$ cat config.mk
export PLATFORM = sky130hd
export DESIGN_NAME = iir_biquad_seq
export DESIGN_NICKNAME = d
export VERILOG_FILES = /design/src/rtl/iir_biquad_seq.sv
export SDC_FILE = /design/constraint.sdc
export NUM_CORES = 1
export LEC_CHECK = 0
export CAP_MARGIN = 40
export CORE_MARGIN = 4
export CORE_UTILIZATION = 24
export DETAILED_ROUTE_END_ITERATION = 16
export REMOVE_ABC_BUFFERS = 1
export SYNTH_ARGS = -nofsm -noshare
export SYNTH_HDL_FRONTEND = slang
export SYNTH_SLANG_ARGS = --single-unit
$ cat constraint.sdc
create_clock -name clk -period 15.34 [get_ports clk]
set_clock_uncertainty 0.1 [all_clocks]
set_input_delay 2.301 -clock clk [delete_from_list [all_inputs] [get_ports clk]]
set_output_delay 2.301 -clock clk [all_outputs]
set_load 0.005 [all_outputs]
$ cat src/rtl/iir_biquad_seq.sv
// Direct-form-I biquad for one equalizer band: five MACs per sample on one shared multiplier.
// Define IIR_ROUND_EN to round half up before the output shift instead of truncating.
module iir_biquad_seq #(
    parameter int p     = 4,
    parameter int f     = 13,
    parameter int Width = 1 + p + f
) (
    input  logic             clk,
    input  logic             rst_n,
    input  logic [Width-1:0] xk,
    input  logic             x_valid,
    input  logic             flush,
    input  logic [Width-1:0] b0,
    input  logic [Width-1:0] b1,
    input  logic [Width-1:0] b2,
    input  logic [Width-1:0] a1,
    input  logic [Width-1:0] a2,
    output logic [Width-1:0] yk,
    output logic             yk_valid,
    output logic             busy,
    output logic             overrun
);

    localparam int PW = 2 * Width;
    localparam int AW = 2 * Width + 3;

    localparam logic signed [AW-1:0] SAT_MAX = {{(AW-Width+1){1'b0}}, {(Width-1){1'b1}}};
    localparam logic signed [AW-1:0] SAT_MIN = {{(AW-Width+1){1'b1}}, {(Width-1){1'b0}}};

    typedef enum logic [2:0] {IDLE, MAC0, MAC1, MAC2, MAC3, MAC4, SAT} state_t;

    state_t state, next_state;

    logic signed [Width-1:0] x0, x1, x2, y1, y2;
    logic signed [Width-1:0] c_b0, c_b1, c_b2, c_a1, c_a2;
    logic signed [Width-1:0] mul_coef, mul_data, sat_val;
    logic signed [PW-1:0]    product;
    logic signed [AW-1:0]    product_ext, acc, acc_adj, shifted;
    logic                    subtract;

    always_ff @(posedge clk or negedge rst_n) begin
        if (!rst_n) state <= IDLE;
        else        state <= next_state;
    end

    always_comb begin
        next_state = state;
        case (state)
            IDLE:    if (x_valid) next_state = MAC0;
            MAC0:    next_state = MAC1;
            MAC1:    next_state = MAC2;
            MAC2:    next_state = MAC3;
            MAC3:    next_state = MAC4;
            MAC4:    next_state = SAT;
            SAT:     next_state = IDLE;
            default: next_state = IDLE;
        endcase
    end

    // Feedback terms are subtracted so a1/a2 keep the textbook sign convention.
    always_comb begin
        mul_coef = c_b0;
        mul_data = x0;
        subtract = 1'b0;
        case (state)
            MAC1: begin mul_coef = c_b1; mul_data = x1; end
            MAC2: begin mul_coef = c_b2; mul_data = x2; end
            MAC3: begin mul_coef = c_a1; mul_data = y1; subtract = 1'b1; end
            MAC4: begin mul_coef = c_a2; mul_data = y2; subtract = 1'b1; end
            default: ;
        endcase
    end

    assign product     = $signed({{Width{mul_coef[Width-1]}}, mul_coef})
                       * $signed({{Width{mul_data[Width-1]}}, mul_data});
    assign product_ext = {{(AW-PW){product[PW-1]}}, product};

`ifdef IIR_ROUND_EN
    localparam logic signed [AW-1:0] ROUND_ADD = {{(AW-f){1'b0}}, 1'b1, {(f-1){1'b0}}};
    assign acc_adj = acc + ROUND_ADD;
`else
    assign acc_adj = acc;
`endif

    assign shifted = acc_adj >>> f;

    always_comb begin
        if (shifted > SAT_MAX)      sat_val = SAT_MAX[Width-1:0];
        else if (shifted < SAT_MIN) sat_val = SAT_MIN[Width-1:0];
        else                        sat_val = shifted[Width-1:0];
    end

    // Flush is evaluated before the sample latch, so a simultaneous sample sees zero history.
    always_ff @(posedge clk or negedge rst_n) begin
        if (!rst_n) begin
            x0 <= '0; x1 <= '0; x2 <= '0; y1 <= '0; y2 <= '0;
            c_b0 <= '0; c_b1 <= '0; c_b2 <= '0; c_a1 <= '0; c_a2 <= '0;
            acc      <= '0;
            yk       <= '0;
            yk_valid <= 1'b0;
            overrun  <= 1'b0;
        end else begin
            yk_valid <= 1'b0;
            overrun  <= x_valid && (state != IDLE);
            case (state)
                IDLE: begin
                    if (flush) begin
                        x1 <= '0; x2 <= '0; y1 <= '0; y2 <= '0;
                    end
                    if (x_valid) begin
                        x0   <= xk;
                        c_b0 <= b0; c_b1 <= b1; c_b2 <= b2;
                        c_a1 <= a1; c_a2 <= a2;
                        acc  <= '0;
                    end
                end
                MAC0, MAC1, MAC2, MAC3, MAC4:
                    acc <= subtract ? acc - product_ext : acc + product_ext;
                SAT: begin
                    yk       <= sat_val;
                    yk_valid <= 1'b1;
                    x2 <= x1; x1 <= x0;
                    y2 <= y1; y1 <= sat_val;
                end
                default: ;
            endcase
        end
    end

    assign busy = (state != IDLE);

endmodule

==> metrics.md <==
| Metric | Value |
|---|---|
| Die span in y | `~330 um` |
| Initial drt markers | `1298` |
| DRT Pass-1 Iters | `8` |
| IO Port Bufs | `132` |
| Vias per cell | `4.67` |
| PostCTS Resize Cnt | `0` |
| Syn Area/Cell | `approximately 8.8 um2` |
| CTS tree | `built` |
| Crit-path slowest cell | `a221oi_1` |
| Core Region | `0.104 mm2` |
| Period Utilization, post-route | `0.803` |
| Clock Path Buffers | `3` |
| Worst setup SP type | `flop` |
| #FFs+latches synth | `approximately 240` |
| Largest net degree at the start of global routing | `~130` |
| Tmin final | `12310 ps` |
| H-tree levels | `1` |
| Hold Slack | `372 ps` |
| Pins Over Slew Limit | `0` |
| Clk slew on worst S/H paths | `70 ps` |
| CTS sink cnt | `242` |
| Sequential-to-total area share from yosys stat | `0.242` |
| Num rows | `118` |
| Worst path top cell family by delay | `adder cells` |
| Drt wl/cell | `16.8 um` |
| Maximum clock frequency | `81.2 MHz` |
| Status | `finished, final reports clean` |
| Final ANT Viol Nets | `0` |
| RSZ-0062 raised after global routing | `false` |
| Post-synth ARST share | `1.00` |
| Maxcap violations | `0` |
| Syn. warnings | `0` |
| I/O pin count | `133` |
| Post-DP HPWL | `56.3 mm` |
| Full die area | `0.110 mm2` |
| Final setup viols | `0` |
| Clock Latency Late Sink | `570 ps` |
| Endpoint type of the worst setup path | `flop` |
| Hold Crit Class | `reg2reg` |
| Final hold vios | `0` |
| Layout cell share with drive strength beyond 1 | `0.0430` |
| Cells after DPL | `approximately 4300` |
| CTS Root Cell | `clkbuf_16` |
| Die W | `331 um` |
| Gpl congestion | `0.902` |
| Post-Syn Area | `roughly 0.025 mm2` |
| Non-Filler Instances | `roughly 4300` |
| Layout area overhead | `15.7%` |
| Nets@finish | `about 3500` |
| Routed WL | `72.4 mm` |
| DR vias | `20100` |
| Worst path required time | `15680 ps` |
| GRT Total Usage | `0.133` |
| Buf+Inv Stages, Crit Path | `6` |
| Max-slew headroom | `0.254` |
| Hold buffer count at CTS | `0` |
| Initial Util | `0.242` |
| Post-synth EDFFs | `0` |
| DR DRC count | `0` |
| Max stage delay on crit path | `1010 ps` |
| Tightest Pin Transition | `1120 ps` |
| WS Path Type | `reg2reg` |
| Post-CTS setup repair buffer count | `0` |
| Distinct cells, synth | `77` |
| Critical path arrival | `12650 ps` |
| Critical path fanouts, max | `48` |
| Fillers | `between 10000 and 15000` |
| Primary FF master, synth | `dfrtp_1` |
| Initial antenna violation count | `1` |
| First-pass GRT wire length | `115 mm` |
| Number of global-route vias before repair | `20600` |
| CTS buffer count | `26` |
| Grt ovf | `0` |
| CP dominant cell by count | `fa_1` |
| Syn Inst Count | `around 2800` |
## synthesized netlist by cell type, types with 52 or more instances
| cell type | count | area share |
|---|---|---|
| nand2_1 | 570 | 0.085 |
| inv_1 | 403 | 0.060 |
| fa_1 | 330 | 0.26 |
| nor2_1 | 271 | 0.041 |
| dfrtp_1 | 242 | 0.24 |
| ha_1 | 132 | 0.066 |
| clkbuf_1 | 112 | 0.017 |
| o21ai_0 | 77 | 0.015 |
| a22o_1 | 76 | 0.027 |
| a21o_1 | 72 | 0.022 |
| a21oi_1 | 69 | 0.014 |
| xnor2_1 | 61 | 0.021 |
| a221oi_1 | 52 | 0.018 |
## final timing paths
| kind | from | endpoint | slack [ps] | depth (start not counted) |
|---|---|---|---|---|
| setup / recovery | state[2] | acc[37] | 3030 | 38 |
| hold / removal | c_a2[12] | c_a2[12] | 370 | 2 |
| setup reg to reg | state[2] | acc[37] | 3030 | 38 |
| hold reg to reg | c_a2[12] | c_a2[12] | 370 | 2 |
| max in group asynchronous | rst_n | c_b1[9] | 11520 | 4 |
| min in group asynchronous | rst_n | acc[9] | 1710 | 1 |
## cells in the final DEF, fill, tap and decap left out, types with 9 or more instances in the layout
cell and count:
nand2_1 569, inv_1 403, fa_1 330, nor2_1 269
dfrtp_1 241, ha_1 132, clkdlybuf4s50_1 131, o21ai_0 77
a22o_1 76, a21o_1 72, a21oi_1 68, xnor2_1 61
a221oi_1 48, buf_4 41, xor2_1 35, clkbuf_16 26
a22oi_1 21, nand2b_1 20, a221o_1 20, nor3_1 19
and2_1 16, a31oi_1 16, o21a_1 13, and3_1 12
nand3_1 10, or2_2 10, nor2b_1 10, mux2i_1 9
o21ai_1 9
## layout make-up
| type | instances | area (um2) | area share |
|---|---|---|---|
| multi-input combinational | 2059 | 17100 | 0.588 |
| sequential | 242 | 6060 | 0.209 |
| tap | 1380 | 1730 | 0.0595 |
| timing repair buffer | 181 | 1720 | 0.0594 |
| inverter | 405 | 1520 | 0.0524 |
| clock buffer | 34 | 721 | 0.0248 |
| clock inverter | 11 | 199 | 0.00686 |
| antenna | 1 | 2.50 | 0.0000863 |
## flip-flops by register name, summed over array words and instances (netlist names)
name      count
yk           18
overrun       1
c_b1         18
x1           18
x0           18
c_a1         18
c_a2         18
acc          39
x2           18
c_b0         18
y2           18
y1           18
yk_valid      1
state         3
c_b2         18
## logic make-up (layout without fill, tap and decap cells)
group                      Yosys count  count (layout)  share of synthesized area
and+or+nand+nor                    985             985                      0.162
xor gates and xnor gates            97              97                     0.0342
DFF                                242             242                      0.242
adders and majority gates          462             462                      0.330
AOI/OAI and AO/OA                  506             506                      0.147
muxes                                9               9                    0.00360
buffers and inverters              535             631                     0.0810
other                                0               1                          0
## worst min-delay path, stage by stage, from the launching register on
cell     delay (ps)
dfrtp_1         340
nand2_1          50
nand2_1          50
## metal layers
layer  track usage  routed length [um]  vias up
met4        0.0479                2700        0
met2         0.230               36000      569
met5             0                   0        -
li1              -                   -     9326
met1         0.168               29600    10100
met3        0.0192                4150      121
## metrics by stage
stage / setup WS, ps / util / area [um2] / setup TNS [ps]
global placement: 3350 / 0.270 / 28000 / 0
detailed placement: 3010 / 0.271 / 28100 / 0
finish: 3030 / 0.280 / 29000 / 0
global route: 2320 / 0.280 / 29000 / 0
floorplan: -41.9 / - / 24500 / -41.9
CTS: 2970 / 0.280 / 29000 / 0
Power is not shown: default switching activity piles up to over one toggle a cycle in this logic, so the estimate is an artifact.
